File: config.mk
export PLATFORM = sky130hd
export DESIGN_NAME = ysyx_23060072_wbu
export DESIGN_NICKNAME = d
export VERILOG_FILES = /design/src/rtl/ysyx_23060072_wbu.sv
export SDC_FILE = /design/constraint.sdc
export NUM_CORES = 1
export LEC_CHECK = 0
export ABC_AREA = 0
export BUFFER_PORTS_ARGS = -buffer_cell sky130_fd_sc_hd__buf_2
export CORE_UTILIZATION = 45
export CTS_BUF_LIST = sky130_fd_sc_hd__clkbuf_2 sky130_fd_sc_hd__clkbuf_4 sky130_fd_sc_hd__clkbuf_8
export DETAILED_ROUTE_END_ITERATION = 12
export GPL_TIMING_DRIVEN = 0
export HOLD_SLACK_MARGIN = 0.15
export PLACE_DENSITY = 0.75
export SETUP_SLACK_MARGIN = 0.5
export SYNTH_ARGS = -nofsm -noshare
export SYNTH_HDL_FRONTEND = slang
export SYNTH_SLANG_ARGS = --single-unit
File: constraint.sdc
create_clock -name clk -period 4.8 [get_ports clk]
set_input_delay 0.24 -clock clk [delete_from_list [all_inputs] [get_ports clk]]
set_output_delay 0.24 -clock clk [all_outputs]
set_load 0.02 [all_outputs]
File: src/rtl/ysyx_23060072_wbu.sv
// Write-back unit: retires EX results and aligned/extended load data onto the
// register file write port, one retire pulse per instruction.
module ysyx_23060072_wbu #(
    parameter int unsigned DATA_W = 32,
    parameter int unsigned REG_AW = 5
) (
    input  logic              clk,
    input  logic              rst_n,
    input  logic              ex_valid_i,
    output logic              ex_ready_o,
    input  logic [REG_AW-1:0] ex_rd_i,
    input  logic              ex_rd_we_i,
    input  logic [DATA_W-1:0] ex_result_i,
    input  logic              ex_is_load_i,
    input  logic [2:0]        ex_load_op_i,
    input  logic              mem_rvalid_i,
    input  logic [DATA_W-1:0] mem_rdata_i,
    output logic [REG_AW-1:0] wb_reg_addr_o,
    output logic              wb_flag_o,
    output logic [DATA_W-1:0] wb_wdata_o,
    output logic              retire_o
);

    localparam int unsigned BYTE_W = 8;
    localparam int unsigned HALF_W = 16;

    typedef enum logic {
        IDLE      = 1'b0,
        LOAD_WAIT = 1'b1
    } state_e;

    state_e              state_q, state_d;
    logic                ready_q, ready_d;
    logic [REG_AW-1:0]   rd_q, rd_d;
    logic                we_q, we_d;
    logic [2:0]          op_q, op_d;
    logic [1:0]          off_q, off_d;
    logic [REG_AW-1:0]   wb_addr_q, wb_addr_d;
    logic                wb_flag_q, wb_flag_d;
    logic [DATA_W-1:0]   wb_wdata_q, wb_wdata_d;
    logic                retire_q, retire_d;

    logic [BYTE_W-1:0]   byte_sel;
    logic [HALF_W-1:0]   half_sel;
    logic [DATA_W-1:0]   load_data;

    // Lane selection and extension of the pending load's read data
    always_comb begin
        byte_sel = mem_rdata_i[7:0];
        case (off_q)
            2'd0:    byte_sel = mem_rdata_i[7:0];
            2'd1:    byte_sel = mem_rdata_i[15:8];
            2'd2:    byte_sel = mem_rdata_i[23:16];
            default: byte_sel = mem_rdata_i[31:24];
        endcase
        half_sel = off_q[1] ? mem_rdata_i[31:16] : mem_rdata_i[15:0];
        case (op_q)
            3'b000:  load_data = {{(DATA_W-BYTE_W){byte_sel[BYTE_W-1]}}, byte_sel};
            3'b001:  load_data = {{(DATA_W-HALF_W){half_sel[HALF_W-1]}}, half_sel};
            3'b100:  load_data = DATA_W'(byte_sel);
            3'b101:  load_data = DATA_W'(half_sel);
            default: load_data = mem_rdata_i;
        endcase
    end

    // Next-state and registered-output logic
    always_comb begin
        state_d    = state_q;
        rd_d       = rd_q;
        we_d       = we_q;
        op_d       = op_q;
        off_d      = off_q;
        wb_addr_d  = wb_addr_q;
        wb_wdata_d = wb_wdata_q;
        wb_flag_d  = 1'b0;
        retire_d   = 1'b0;

        case (state_q)
            IDLE: begin
                if (ex_valid_i) begin
                    if (ex_is_load_i) begin
                        rd_d    = ex_rd_i;
                        we_d    = ex_rd_we_i;
                        op_d    = ex_load_op_i;
                        off_d   = ex_result_i[1:0];
                        state_d = LOAD_WAIT;
                    end else begin
                        wb_flag_d  = ex_rd_we_i & (ex_rd_i != '0);
                        wb_addr_d  = ex_rd_i;
                        wb_wdata_d = ex_result_i;
                        retire_d   = 1'b1;
                    end
                end
            end
            LOAD_WAIT: begin
                if (mem_rvalid_i) begin
                    wb_flag_d  = we_q & (rd_q != '0);
                    wb_addr_d  = rd_q;
                    wb_wdata_d = load_data;
                    retire_d   = 1'b1;
                    state_d    = IDLE;
                end
            end
            default: state_d = IDLE;
        endcase

        ready_d = (state_d == IDLE);
    end

    always_ff @(posedge clk) begin
        if (!rst_n) begin
            state_q    <= IDLE;
            ready_q    <= 1'b1;
            rd_q       <= '0;
            we_q       <= 1'b0;
            op_q       <= '0;
            off_q      <= '0;
            wb_addr_q  <= '0;
            wb_flag_q  <= 1'b0;
            wb_wdata_q <= '0;
            retire_q   <= 1'b0;
        end else begin
            state_q    <= state_d;
            ready_q    <= ready_d;
            rd_q       <= rd_d;
            we_q       <= we_d;
            op_q       <= op_d;
            off_q      <= off_d;
            wb_addr_q  <= wb_addr_d;
            wb_flag_q  <= wb_flag_d;
            wb_wdata_q <= wb_wdata_d;
            retire_q   <= retire_d;
        end
    end

    assign ex_ready_o    = ready_q;
    assign wb_reg_addr_o = wb_addr_q;
    assign wb_flag_o     = wb_flag_q;
    assign wb_wdata_o    = wb_wdata_q;
    assign retire_o      = retire_q;

endmodule

# Word-level counts from Yosys, hierarchy flattened
# Index checks and enable logic that the tools add are counted.
# totals
ff_bits	52
elab_cells	51
# op_classes
n_eq_ne	8
mux	23
bitwise_logic	4
reduce_logical	6
# op_table
operator	n
$pmux W32 S4	1
$mux W32	3
$pmux W32 S2	1
$pmux W8 S3	1
$mux W16	1
$mux W5	3
$pmux W5 S2	1
$reduce_bool A5 Y1	2
$mux W1	9
$eq A3 B3 Y1 const B	2
$ne A2 B2 Y1 const B	3
$pmux W1 S2	3
$reduce_and A3 Y1	2
$eq A3 B1 Y1 const B	1
$logic_not A3 Y1	1
$and A1 B1 Y1	2
$eq A2 B1 Y1 const B	1
$eq A2 B2 Y1 const B	1
$logic_not A2 Y1	1
$not A1 Y1	2

# Logic depth before layout (Yosys ltp)
# logic_depth
word_depth	5
depth_mapped	7
ltp_nobuf	4

# Worst setup path after synthesis
# No wires, ideal clock.
# synth_timing
kind	flip-flop to flip-flop
start	register off_q[1]
end	register wb_wdata_q[22] (netlist: wb_wdata_o[22])
arrival_ns	1.591
t_required_ns	4.683
path_slack_ns	3.091
stages_incl_launch_ff	7
path_buffers	2
synth_period_minus_slack_ns	1.709
cell_sequence	dfxtp_1 buf_6 mux2i_4 o32ai_2 clkbuf_1 or3b_1 a32o_1
# synth_between
elab_chain_cells	5
word_cells_on_any_way	8
# synth_rtl
item	line_no	source
start: declaration	37	logic [1:0] off_q, off_d;
start signal: assignment	117	off_q <= '0;
start signal: assignment	128	off_q <= off_d;
$eq A2 B2 Y1 (tied with other cells)	50	case (off_q)
$pmux W8 S3	50	
$pmux W32 S4 *	57	case (op_q)
$mux W32 *	96	if (mem_rvalid_i) begin
$pmux W32 S2 *	78	case (state_q)
end signal: assignment	131	wb_wdata_q <= wb_wdata_d;
end: declaration	40	logic [DATA_W-1:0] wb_wdata_q, wb_wdata_d;
# Mark *: on every way between the ends. The rest lies on a longest branch, timed or not. The select of a mux whose other input is x is not followed.
# A chain may end at the register's enable or synchronous reset.

# Worst setup path in the final report
# layout_timing
start	register off_q[1]
end	register wb_wdata_q[23] (netlist: wb_wdata_o[23])
# Same word-level chain as after synthesis.

==> reports/summary.log <==
qor: floorplan.num_io_pins 118
qor: yosys.synth_top_cells_by_count dfxtp_1, nor2_1, nand2_1, clkbuf_1, a21oi_1
qor: run.drv.max_cap_violation_count 0
qor: placement.place.gp.congestion 0.865
qor: final_layout.insertedDiodeCount 0
qor: grt.globalRouteMet3Util 5.78%
qor: worst_setup_path.end_kind flip-flop
qor: timing.rsz0062_at_grt no
qor: floorplan.placementRows 28
qor: grt.most_crowded_layer_gr met2
qor: clocking.h-tree-depth 2
qor: final_layout.syn2layout_area_growth 27.8%
qor: timing.maxSlewHeadroom 59.0%
qor: grt.globalRouteTotalUtil 26.4%
qor: grt.first_global_vias 2829
qor: yosys.synth_fp_nets 412
qor: grt.grt_pass1_wl 13500 um
qor: timing.timing.final.setup_violations 0
qor: worst_setup_path.cp_slowest_cell or3b_1
qor: pwr.power_per_cell_area 291 nW/um^2
qor: timing.finalWorstPathRequiredPeriod 2.00 ns
qor: hold_path.hold_path.class input port to flip-flop
qor: timing.post-route-worst-setup-slack 2.80 ns
qor: route.postRouteWirelength 8850 um
qor: worst_setup_path.r2r.worst_path.cells 6
qor: yosys.synth_compound_gate_area_share 24.4%
qor: route.route.antenna.remaining_nets 0
qor: worst_setup_path.critPathMaxStageDelay 0.37 ns
qor: worst_setup_path.worst_path_arrival_time 2.20 ns
qor: clocking.cts_num_sinks 52
qor: clocking.clk_path_buf_depth 2
qor: worst_setup_path.critical_path_required 5.00 ns
qor: grt.number_of_antenna_violations_at_the_first_check_in_global_routing 0
qor: outcome.outcome complete, no violations
qor: yosys.synth_seq_area_share 36.2%
qor: clocking.cts_tree yes
qor: pwr.max-vdd-ir-drop 0.173 mV
qor: clocking.cts_post_setup_buffers_inserted 0
qor: route.number_of_detailed_routing_iterations_run_before_antenna_repair 5
qor: worst_setup_path.critical_path_peak_fanout 10
qor: yosys.post_synth_fa_ha_maj_area_fraction 0%
qor: pwr.power_leakage 0.00162 uW
qor: timing.achievable-frequency 500 MHz
qor: timing.slew_violations 0
qor: route.via_per_inst 5.85
qor: clocking.tritoncts.num_buffers 5
qor: timing.finalHoldViolCount 0
qor: yosys.syn_area 2880 um^2
qor: final_layout.instances_no_fill 534
qor: clocking.cts_hold_buf 0
qor: timing.timing.final.crit_share 41.6%
qor: worst_setup_path.startpoint_type flip-flop
qor: clocking.cts_root_buffer clkbuf_8
qor: worst_setup_path.r2r-end wb_wdata_o[23]$_SDFFE_PN0P_
qor: final_layout.multi_input_comb_area 1660 um^2
qor: placement.post-place-ws 2.86 ns
qor: final_layout.seq_area 1040 um^2
qor: yosys.cell_types_with_the_largest_area_share_after_synthesis dfxtp_1, nor2_1, a32o_1
qor: yosys.synth_top_family_by_area compound AO/OA/AOI/OAI gates
qor: worst_setup_path.crit_path_cell_trace buf_6, mux2i_4, o21ai_1, clkbuf_2, or3b_1, a32o_1
qor: final_layout.finish.utilization 60.7%
qor: hold_path.hold_end op_q[0]$_SDFFE_PN0P_
qor: floorplan.initial_utilization 47.5%
qor: clocking.worst_skew_pair.late_latency 0.31 ns
qor: worst_setup_path.worst_path_dominant_cell_family compound AO/OA/AOI/OAI gates
qor: timing.worst_clock_skew 0.0107 ns
qor: worst_setup_path.rrSetupSlack 2.80 ns
qor: yosys.synth_simple_gate_area_share 23.5%
qor: route.vias 3126
qor: pwr.power.total 1070 uW
qor: yosys.synth.lib_cells_used.distinct 46
qor: yosys.synth_largest_area_cell dfxtp_1
qor: final_layout.design.final.nets 536
qor: timing.fin_tns_setup 0 ns
qor: placement.detailedPlacementHpwl 6600 um
qor: placement.io_buffer_count 117
qor: timing.worst-slew-pin-transition 0.615 ns
qor: placement.dp_cells 526
qor: yosys.most_used_standard_cell_by_instance_count_after_synthesis dfxtp_1
qor: yosys.synth_enable_flop_cells 0
qor: clocking.worst_setup_hold_path_clk_slew 0.10 ns
qor: grt.grt_max_degree 17
qor: yosys.synth_async_sr_flop_share 0%
qor: yosys.synth_top_area_share 36.2%
qor: final_layout.post_route_cells_drive_above_1_share 34.6%
qor: floorplan.die_h 82.0 um
qor: worst_setup_path.worst_r2r_startpoint off_q[1]$_SDFFE_PN0P_
qor: yosys.yosys_register_bits 52
qor: route.routed_wire_length_per_instance 16.6 um
qor: yosys.postSynthCellCount 334
qor: clocking.post_cts_resized 0
qor: route.drt_drc_violations_left 0
qor: route.dr.first_iter.drc_count 204
qor: floorplan.core-area 6060 um^2
qor: worst_setup_path.setup.worst_path.class flip-flop to flip-flop
qor: grt.grt_use_met1 34.6%
qor: yosys.post_synth_mux_area_share 9.87%
qor: yosys.synth.yosys.warnings 0
qor: hold_path.hold_path_depth 3
qor: floorplan.die_width 82.0 um
qor: hold_path.hold_path_startpoint ex_load_op_i[0]
qor: grt.globalRouteMet2Util 42.2%
qor: final_layout.fillCellCount 581
qor: yosys.synth_ff_type dfxtp_1
qor: grt.globalRoute.totalOverflow 0
qor: yosys.postSynthAreaPerCell 8.62 um^2
qor: worst_setup_path.worstPathBufferInverterCount 2
qor: floorplan.floorplan.die_area 6720 um^2
qor: yosys.post_synth_xor_area_fraction 0%
[layout by cell type (no fill, tap or decap), types with 11 or more instances in the layout]
master,instances
clkbuf_1,18
buf_2,125
dfxtp_1,52
nand2_1,29
nor2_1,48
mux2i_1,16
a31oi_1,16
or3b_1,11
a32o_1,16
a21oi_1,17
or3_1,13
[through the flow]
stage	area, um^2	hold WS, ns
2_1_floorplan	2880	0.384
3_3_place_gp	3560	0.444
3_5_place_dp	3560	0.449
4_1_cts	3680	0.161
5_1_grt	3680	0.185
6_report	3680	0.165
[cell families (layout without fill, tap and decap cells)]
family                 after synthesis  after routing
AOI/OAI and AO/OA                   94             94
buffers and inverters               36            161
and+or+nand+nor                    127            127
DFF                                 52             52
muxes                               25             25
[flip-flops by register name, summed over array words and instances, names as in the netlist]
| register | count |
|---|---|
| wb_wdata_o | 32 |
| rd_q | 5 |
| wb_reg_addr_o | 5 |
| op_q | 3 |
| off_q | 2 |
| ex_ready_o | 1 |
| retire_o | 1 |
| state_q | 1 |
| wb_flag_o | 1 |
| we_q | 1 |
[worst register-to-register path: stages, from the launching register on]
cell and delay, ns:
dfxtp_1 0.34, buf_6 0.14, mux2i_4 0.31, o21ai_1 0.23
clkbuf_2 0.25, or3b_1 0.37, a32o_1 0.26
[power breakdown]
part,internal [uW],switching (uW),leakage [uW]
Combinational,109,160,0.00113
Clock,171,151,0.0000614
Sequential,462,16.0,0.000427
[layer usage]
metal  vias to the layer above  wire length, um
li1                       1507                -
met1                      1448             3870
met2                       152             4010
met3                        19              797
met4                         0              176
met5                         -                0
[area by class of cell]
class / instances / share of cell area (%)
Multi-Input combinational cell: 246 / 45.2
Sequential cell: 52 / 28.3
Timing Repair Buffer: 117 / 15.9
Buffer: 31 / 4.18
Tap cell: 75 / 2.55
Clock buffer: 6 / 2.24
Clock inverter: 2 / 1.05
Inverter: 5 / 0.510
[how the worst max path moves through the flow]
stage                                             end  depth (start not counted)  slack, ns                   from
after floorplan           wb_wdata_o[22]$_SDFFE_PN0P_                          6       3.09  off_q[1]$_SDFFE_PN0P_
after global placement    wb_wdata_o[29]$_SDFFE_PN0P_                          6       2.88   op_q[1]$_SDFFE_PN0P_
final                     wb_wdata_o[23]$_SDFFE_PN0P_                          6       2.80  off_q[1]$_SDFFE_PN0P_
after detailed placement  wb_wdata_o[24]$_SDFFE_PN0P_                          6       2.86  off_q[1]$_SDFFE_PN0P_
after global routing      wb_wdata_o[23]$_SDFFE_PN0P_                          6       2.70  off_q[1]$_SDFFE_PN0P_
after CTS                 wb_wdata_o[24]$_SDFFE_PN0P_                          6       2.83  off_q[1]$_SDFFE_PN0P_
No activity file was read; power rests on OpenSTA's default activity.
